==> src/rtl/apb_multi_timer.sv <==
`default_nettype none
// +----------------------------------------------------------------------------+
// | Module      : apb_multi_timer                                              |
// | Description : NUM_CH independent APB3 down-counter timers, each with its   |
// |               own prescaler, periodic / one-shot / free-running mode and   |
// |               interrupt enable. Zero-wait-state target; PSLVERR flags      |
// |               unmapped addresses.                                          |
// | Ports       : PCLK, PRESETn         clock, async active-low reset          |
// |               PSEL/PENABLE/PWRITE   APB3 control                           |
// |               PADDR[7:0], PWDATA    byte address (bits [1:0] ignored), data|
// |               PRDATA/PREADY/PSLVERR APB3 response                          |
// |               TIMINT[NUM_CH-1:0]    registered per-channel interrupts      |
// |               TIMINT_ANY            registered OR of the interrupt terms   |
// | Revision    : 1.0 - initial release                                        |
// +----------------------------------------------------------------------------+
module apb_multi_timer #(
    parameter int NUM_CH = 4,
    parameter int CNT_W  = 32,
    parameter int PRE_W  = 8
) (
    input  logic              PCLK,
    input  logic              PRESETn,
    input  logic              PSEL,
    input  logic              PENABLE,
    input  logic              PWRITE,
    input  logic [7:0]        PADDR,
    input  logic [31:0]       PWDATA,
    output logic [31:0]       PRDATA,
    output logic              PREADY,
    output logic              PSLVERR,
    output logic [NUM_CH-1:0] TIMINT,
    output logic              TIMINT_ANY
);

    localparam logic [3:0] c_NUM_CH       = 4'(NUM_CH);
    localparam logic [1:0] c_MODE_ONESHOT = 2'b01;
    localparam logic [1:0] c_MODE_FREE    = 2'b10;

    logic              w_access;
    logic              w_err;
    logic              w_wr;
    logic              w_unused;
    logic [NUM_CH-1:0] w_sel;
    logic [NUM_CH-1:0] w_ris;
    logic [NUM_CH-1:0] w_inten;
    logic [NUM_CH-1:0] w_irq_terms;
    logic [31:0]       w_rd_ch [NUM_CH];

    assign w_access = PSEL & PENABLE;
    // 0x00..0x7F: channel space, valid only for existing channels.
    // 0x80 is INTSTAT; everything from 0x84 upwards is unmapped.
    assign w_err    = PADDR[7] ? (PADDR[6:2] != 5'd0)
                               : ({1'b0, PADDR[6:4]} >= c_NUM_CH);
    assign w_wr     = w_access & PWRITE & ~w_err;
    assign PREADY   = 1'b1;
    assign PSLVERR  = w_access & w_err;
    assign w_unused = ^{PADDR[1:0], PWDATA};

    for (genvar n = 0; n < NUM_CH; n++) begin : g_ch
        logic [CNT_W-1:0] r_load;
        logic [CNT_W-1:0] r_cnt;
        logic [PRE_W-1:0] r_pre;
        logic [PRE_W-1:0] r_pscnt;
        logic [1:0]       r_mode;
        logic             r_en;
        logic             r_inten;
        logic             r_ris;
        logic             w_wr_load;
        logic             w_wr_ctrl;
        logic             w_clr;
        logic             w_tick;
        logic             w_event;
        logic [31:0]      w_rd;

        assign w_sel[n]  = ~PADDR[7] & (PADDR[6:4] == 3'(n));
        assign w_wr_load = w_wr & w_sel[n] & (PADDR[3:2] == 2'd0);
        assign w_wr_ctrl = w_wr & w_sel[n] & (PADDR[3:2] == 2'd2);
        assign w_clr     = w_wr & w_sel[n] & (PADDR[3:2] == 2'd3) & PWDATA[0];
        // ">=" rather than "==" so lowering PRESCALE below the running
        // count fires on the next enabled cycle instead of wrapping.
        assign w_tick    = r_en & (r_pscnt >= r_pre);
        // A LOAD write on the same edge suppresses the expiry.
        assign w_event   = w_tick & (r_cnt == '0) & ~w_wr_load;

        always_ff @(posedge PCLK or negedge PRESETn) begin
            if (!PRESETn) begin
                r_load  <= '0;
                r_cnt   <= '0;
                r_pre   <= '0;
                r_pscnt <= '0;
                r_mode  <= 2'b00;
                r_en    <= 1'b0;
                r_inten <= 1'b0;
                r_ris   <= 1'b0;
            end else begin
                if (w_wr_ctrl) begin
                    r_en    <= PWDATA[0];
                    r_inten <= PWDATA[1];
                    r_mode  <= PWDATA[3:2];
                    r_pre   <= PWDATA[8 +: PRE_W];
                end else if (w_event && (r_mode == c_MODE_ONESHOT)) begin
                    r_en <= 1'b0;
                end

                if (w_wr_load) begin
                    r_load  <= PWDATA[CNT_W-1:0];
                    r_cnt   <= PWDATA[CNT_W-1:0];
                    r_pscnt <= '0;
                end else begin
                    // Rising EN restarts the prescaler phase.
                    if (w_wr_ctrl && PWDATA[0] && !r_en) begin
                        r_pscnt <= '0;
                    end else if (r_en) begin
                        r_pscnt <= w_tick ? '0 : r_pscnt + PRE_W'(1);
                    end

                    if (w_tick) begin
                        if (r_cnt != '0) begin
                            r_cnt <= r_cnt - CNT_W'(1);
                        end else if (r_mode == c_MODE_FREE) begin
                            r_cnt <= '1;
                        end else if (r_mode == c_MODE_ONESHOT) begin
                            r_cnt <= '0;
                        end else begin
                            r_cnt <= r_load;
                        end
                    end
                end

                // Set has priority over a same-edge software clear.
                if (w_event) begin
                    r_ris <= 1'b1;
                end else if (w_clr) begin
                    r_ris <= 1'b0;
                end
            end
        end

        always_comb begin
            w_rd = '0;
            case (PADDR[3:2])
                2'd0: w_rd = 32'(r_load);
                2'd1: w_rd = 32'(r_cnt);
                2'd2: begin
                    w_rd[0]          = r_en;
                    w_rd[1]          = r_inten;
                    w_rd[3:2]        = r_mode;
                    w_rd[8 +: PRE_W] = r_pre;
                end
                default: w_rd[0] = r_ris;
            endcase
        end

        assign w_rd_ch[n] = w_rd;
        assign w_ris[n]   = r_ris;
        assign w_inten[n] = r_inten;
    end

    assign w_irq_terms = w_ris & w_inten;

    always_comb begin
        PRDATA = '0;
        if (w_access && !w_err) begin
            if (PADDR[7]) begin
                PRDATA = 32'(w_irq_terms);
            end else begin
                for (int i = 0; i < NUM_CH; i++) begin
                    if (w_sel[i]) begin
                        PRDATA = w_rd_ch[i];
                    end
                end
            end
        end
    end

    always_ff @(posedge PCLK or negedge PRESETn) begin
        if (!PRESETn) begin
            TIMINT     <= '0;
            TIMINT_ANY <= 1'b0;
        end else begin
            TIMINT     <= w_irq_terms;
            TIMINT_ANY <= |w_irq_terms;
        end
    end

endmodule
`default_nettype wire
==> config.mk <==
export PLATFORM = sky130hd
export DESIGN_NAME = apb_multi_timer
export DESIGN_NICKNAME = d
export VERILOG_FILES = /design/src/rtl/apb_multi_timer.sv
export SDC_FILE = /design/constraint.sdc
export NUM_CORES = 1
export LEC_CHECK = 0
export BUFFER_PORTS_ARGS = -buffer_cell sky130_fd_sc_hd__buf_2
export CORE_ASPECT_RATIO = 1.25
export CORE_MARGIN = 4
export CORE_UTILIZATION = 50
export CTS_CLUSTER_SIZE = 25
export DETAILED_ROUTE_END_ITERATION = 10
export GPL_ROUTABILITY_DRIVEN = 0
export HOLD_SLACK_MARGIN = 0.02
export PLACE_DENSITY = 0.67
export SYNTH_ARGS = -nofsm -noshare
export SYNTH_HDL_FRONTEND = slang
export SYNTH_SLANG_ARGS = --single-unit
==> constraint.sdc <==
create_clock -name PCLK -period 4.4 [get_ports PCLK]
set_input_delay 1.1 -clock PCLK [delete_from_list [all_inputs] [get_ports PCLK]]
set_output_delay 1.1 -clock PCLK [all_outputs]
set_load 0.01 [all_outputs]
==> out/results.ini <==
[timing]
clock_skew_ns = 0.0131
max_freq_ghz = 0.228
worst_pin_slew_ns = 1.18
rsz0062_at_grt = no
report.final.slew_viol_count = 0
slew_headroom_pct = 20.9
tns_ns = 0
finalSetupViolCount = 0
layout_min_cycle_time_ns = 4.38
hold_viol = 0
fin_crit_sh_pct = 99.5
setup_ws_ns = 0.0199

[detailed_routing]
routedWlPerCell_um = 24.2
via_count = 21700
drtIter0Drc = 2083
route.detailed.drc = 0
first_pass_iters = 7
via_per_inst = 6.47
routed_wl_um = 81200
ant_nets = 0

[floorplanning]
ios = 84
die_x_um = 198
die-area_mm2 = 0.0487
rows = 86
core_mm2 = 0.0443
start_util_pct = 51.0
die_y_um = 246

[cells_and_area]
syn_to_final_growth_pct = 10.6
mostFrequentLayoutCell = nand2_1
fin_util_pct = 56.3
drive_gt1_share_pct = 10.2
final_cell_mix = nand2_1 (561), dfrtp_1 (345), nor2_1 (221), o21ai_0 (173), a21oi_1 (150)
finalNetCount = 2840

[synth]
synth_cell_types = 81
synth_area_leader_cell = dfrtp_1
synth_area_mm2 = 0.0226
avgSynthCellArea_um2 = 8.19
synth_top_area_share_pct = 38.2
async_flop_share_pct = 100
ys_seq_elements = 345
synth_cells = 2758
syn_nets = 2847
synth_edf_count = 0
synth_area_leaders = dfrtp_1 (38%), nand2_1 (9.3%), mux2i_1 (5.8%)
yosysWarnings = 0
dominantRegCellSynth = dfrtp_1
synth-seq-area-share_pct = 38.2

[pwr]
ir_worst_vdd_mv = 0.321
finalPower_uw = 9420
power.leakage_uw = 0.0112
power_density_mw_per_mm2 = 377

[grt]
grt_max_degree = 98
grt.total_usage_pct = 32.9
busiest_layer = met2
grt_overflow = 0
grt_pass1_wl_um = 125000
met2_usage_pct = 51.6
grt_antenna_before_repair = 4
grtUsageMet1_pct = 42.5
met3_usage_pct = 6.96
grt_pass1_vias = 21000

[clocking]
path_clk_slew_ns = 0.06
ctsHoldBuffers = 0
ctsResizeCount = 0
cts_tree = done
h-tree-depth = 2
clockBufferDepth = 3
clk_latency_ns = 0.57
clockRootBuffer = clkbuf_16
cts_setup_buffers = 0
numCtsBuffers = 40
cts_sinks = 345

[setup_path]
critical_path_required_ns = 3.30
worstSetupStartpointType = input port
critPathMaxFanout = 23
end_kind = primary output
critPathKind = input port to primary output
arrival_ns = 3.28

[hold_path]
hp-class = register to register

[job]
drv_cap = 0

[status]
outcome = finished, final reports clean

[placement]
dp_worst_setup_slack_ns = 0.286
place_hpwl_um = 57400
io_buffers = 80

[power by group]
part | switching [µW] | internal [µW] | total, µW
Clock | 1390 | 1980 | 3370
Sequential | 586 | 3550 | 4140
Combinational | 1140 | 773 | 1910
[cells by family after synthesis]
family | Yosys count | synth area share [%]
other cells | 1 | 0.0166
buf+inv | 267 | 4.63
flops | 345 | 38.2
xor+xnor | 89 | 3.45
fa+ha+maj | 124 | 5.98
mux | 164 | 7.70
compound gates | 606 | 16.9
simple gates | 1162 | 23.1
[per-stage QoR]
step | hold slack (ns) | cell area (µm²) | cells
after detailed placement | 0.488 | 23700 | 3281
after CTS | 0.503 | 25000 | 3351
after floorplan | 0.461 | 22600 | 2758
final | 0.503 | 25000 | 3353
after global placement | 0.476 | 23700 | 3281
after global routing | 0.516 | 25000 | 3351
[final timing paths]
| path | start | endpoint | slack [ns] | cells past startpoint |
|---|---|---|---|---|
| max | PADDR[3] | PRDATA[11] | 0.02 | 8 |
| min | g_ch[0].r_load[11]$_DFFE_PN0P_ | g_ch[0].r_load[11]$_DFFE_PN0P_ | 0.50 | 2 |
| max reg2reg | g_ch[3].r_cnt[12]$_DFFE_PN0P_ | g_ch[3].r_cnt[20]$_DFFE_PN0P_ | 0.92 | 6 |
| min reg2reg | g_ch[0].r_load[11]$_DFFE_PN0P_ | g_ch[0].r_load[11]$_DFFE_PN0P_ | 0.50 | 2 |
| max in group asynchronous | PRESETn | g_ch[2].r_cnt[10]$_DFFE_PN0P_ | 2.73 | 2 |
| min in group asynchronous | PRESETn | g_ch[1].r_cnt[26]$_DFFE_PN0P_ | 0.54 | 1 |
[layer usage]
metal	vias to the layer above	share of wire, %
met1	10500	38
li1	9804	-
met3	265	9.5
met4	4	6.6
met5	-	0.033
met2	1158	45
[cell type report]
class | count | area, µm²
antenna | 2 | 5.00
clock buffer | 63 | 1240
clock inverter | 7 | 60.1
fill | 4101 | 19400
inverter | 61 | 229
multi-input combinational | 2146 | 13000
sequential | 345 | 8630
tap | 572 | 716
timing repair buffer | 157 | 1110
[cells in the mapped netlist (6+ instances only)]
master     instances
a211oi_1          38
a21o_1             7
a21oi_1          150
a221o_1           14
a221oi_1           8
a22o_1             6
a22oi_1           14
a2bb2oi_1          6
a31oi_1           13
and2_1             9
and3_1            21
and4_1             7
buf_1             19
buf_2             14
clkbuf_1         167
dfrtp_1          345
ha_1              44
inv_1             60
maj3_1            80
mux2_2            28
mux2i_1          131
nand2_1          562
nand2b_1          17
nand3_1           57
nand4_1           27
nor2_1           226
nor2b_1            7
nor3_1           105
nor3b_1            8
nor4_1            48
nor4b_1            7
o211ai_1          30
o21a_1            10
o21ai_0          174
o22a_1             8
o22ai_1           41
o311ai_0          10
o31ai_1           19
o41ai_1            7
or2_2              7
or3_1             20
or4_1             19
xnor2_1           34
xor2_1            55
[critical path, stage by stage]
cell	delay [ns]
buf_4	0.24
nor2b_2	0.42
buf_4	0.33
a21oi_1	0.14
o22ai_1	0.55
a221oi_1	0.14
nor2_1	0.18
buf_2	0.16
[flip-flops by register name, indices dropped and copies added, names as in the netlist]
register,flops
g_ch.r_en,4
g_ch.r_pre,32
g_ch.r_inten,4
g_ch.r_pscnt,32
TIMINT_ANY,1
g_ch.r_cnt,128
g_ch.r_load,128
g_ch.r_ris,4
g_ch.r_mode,8
TIMINT,4
Note: power is estimated with default switching activity, not from simulation.
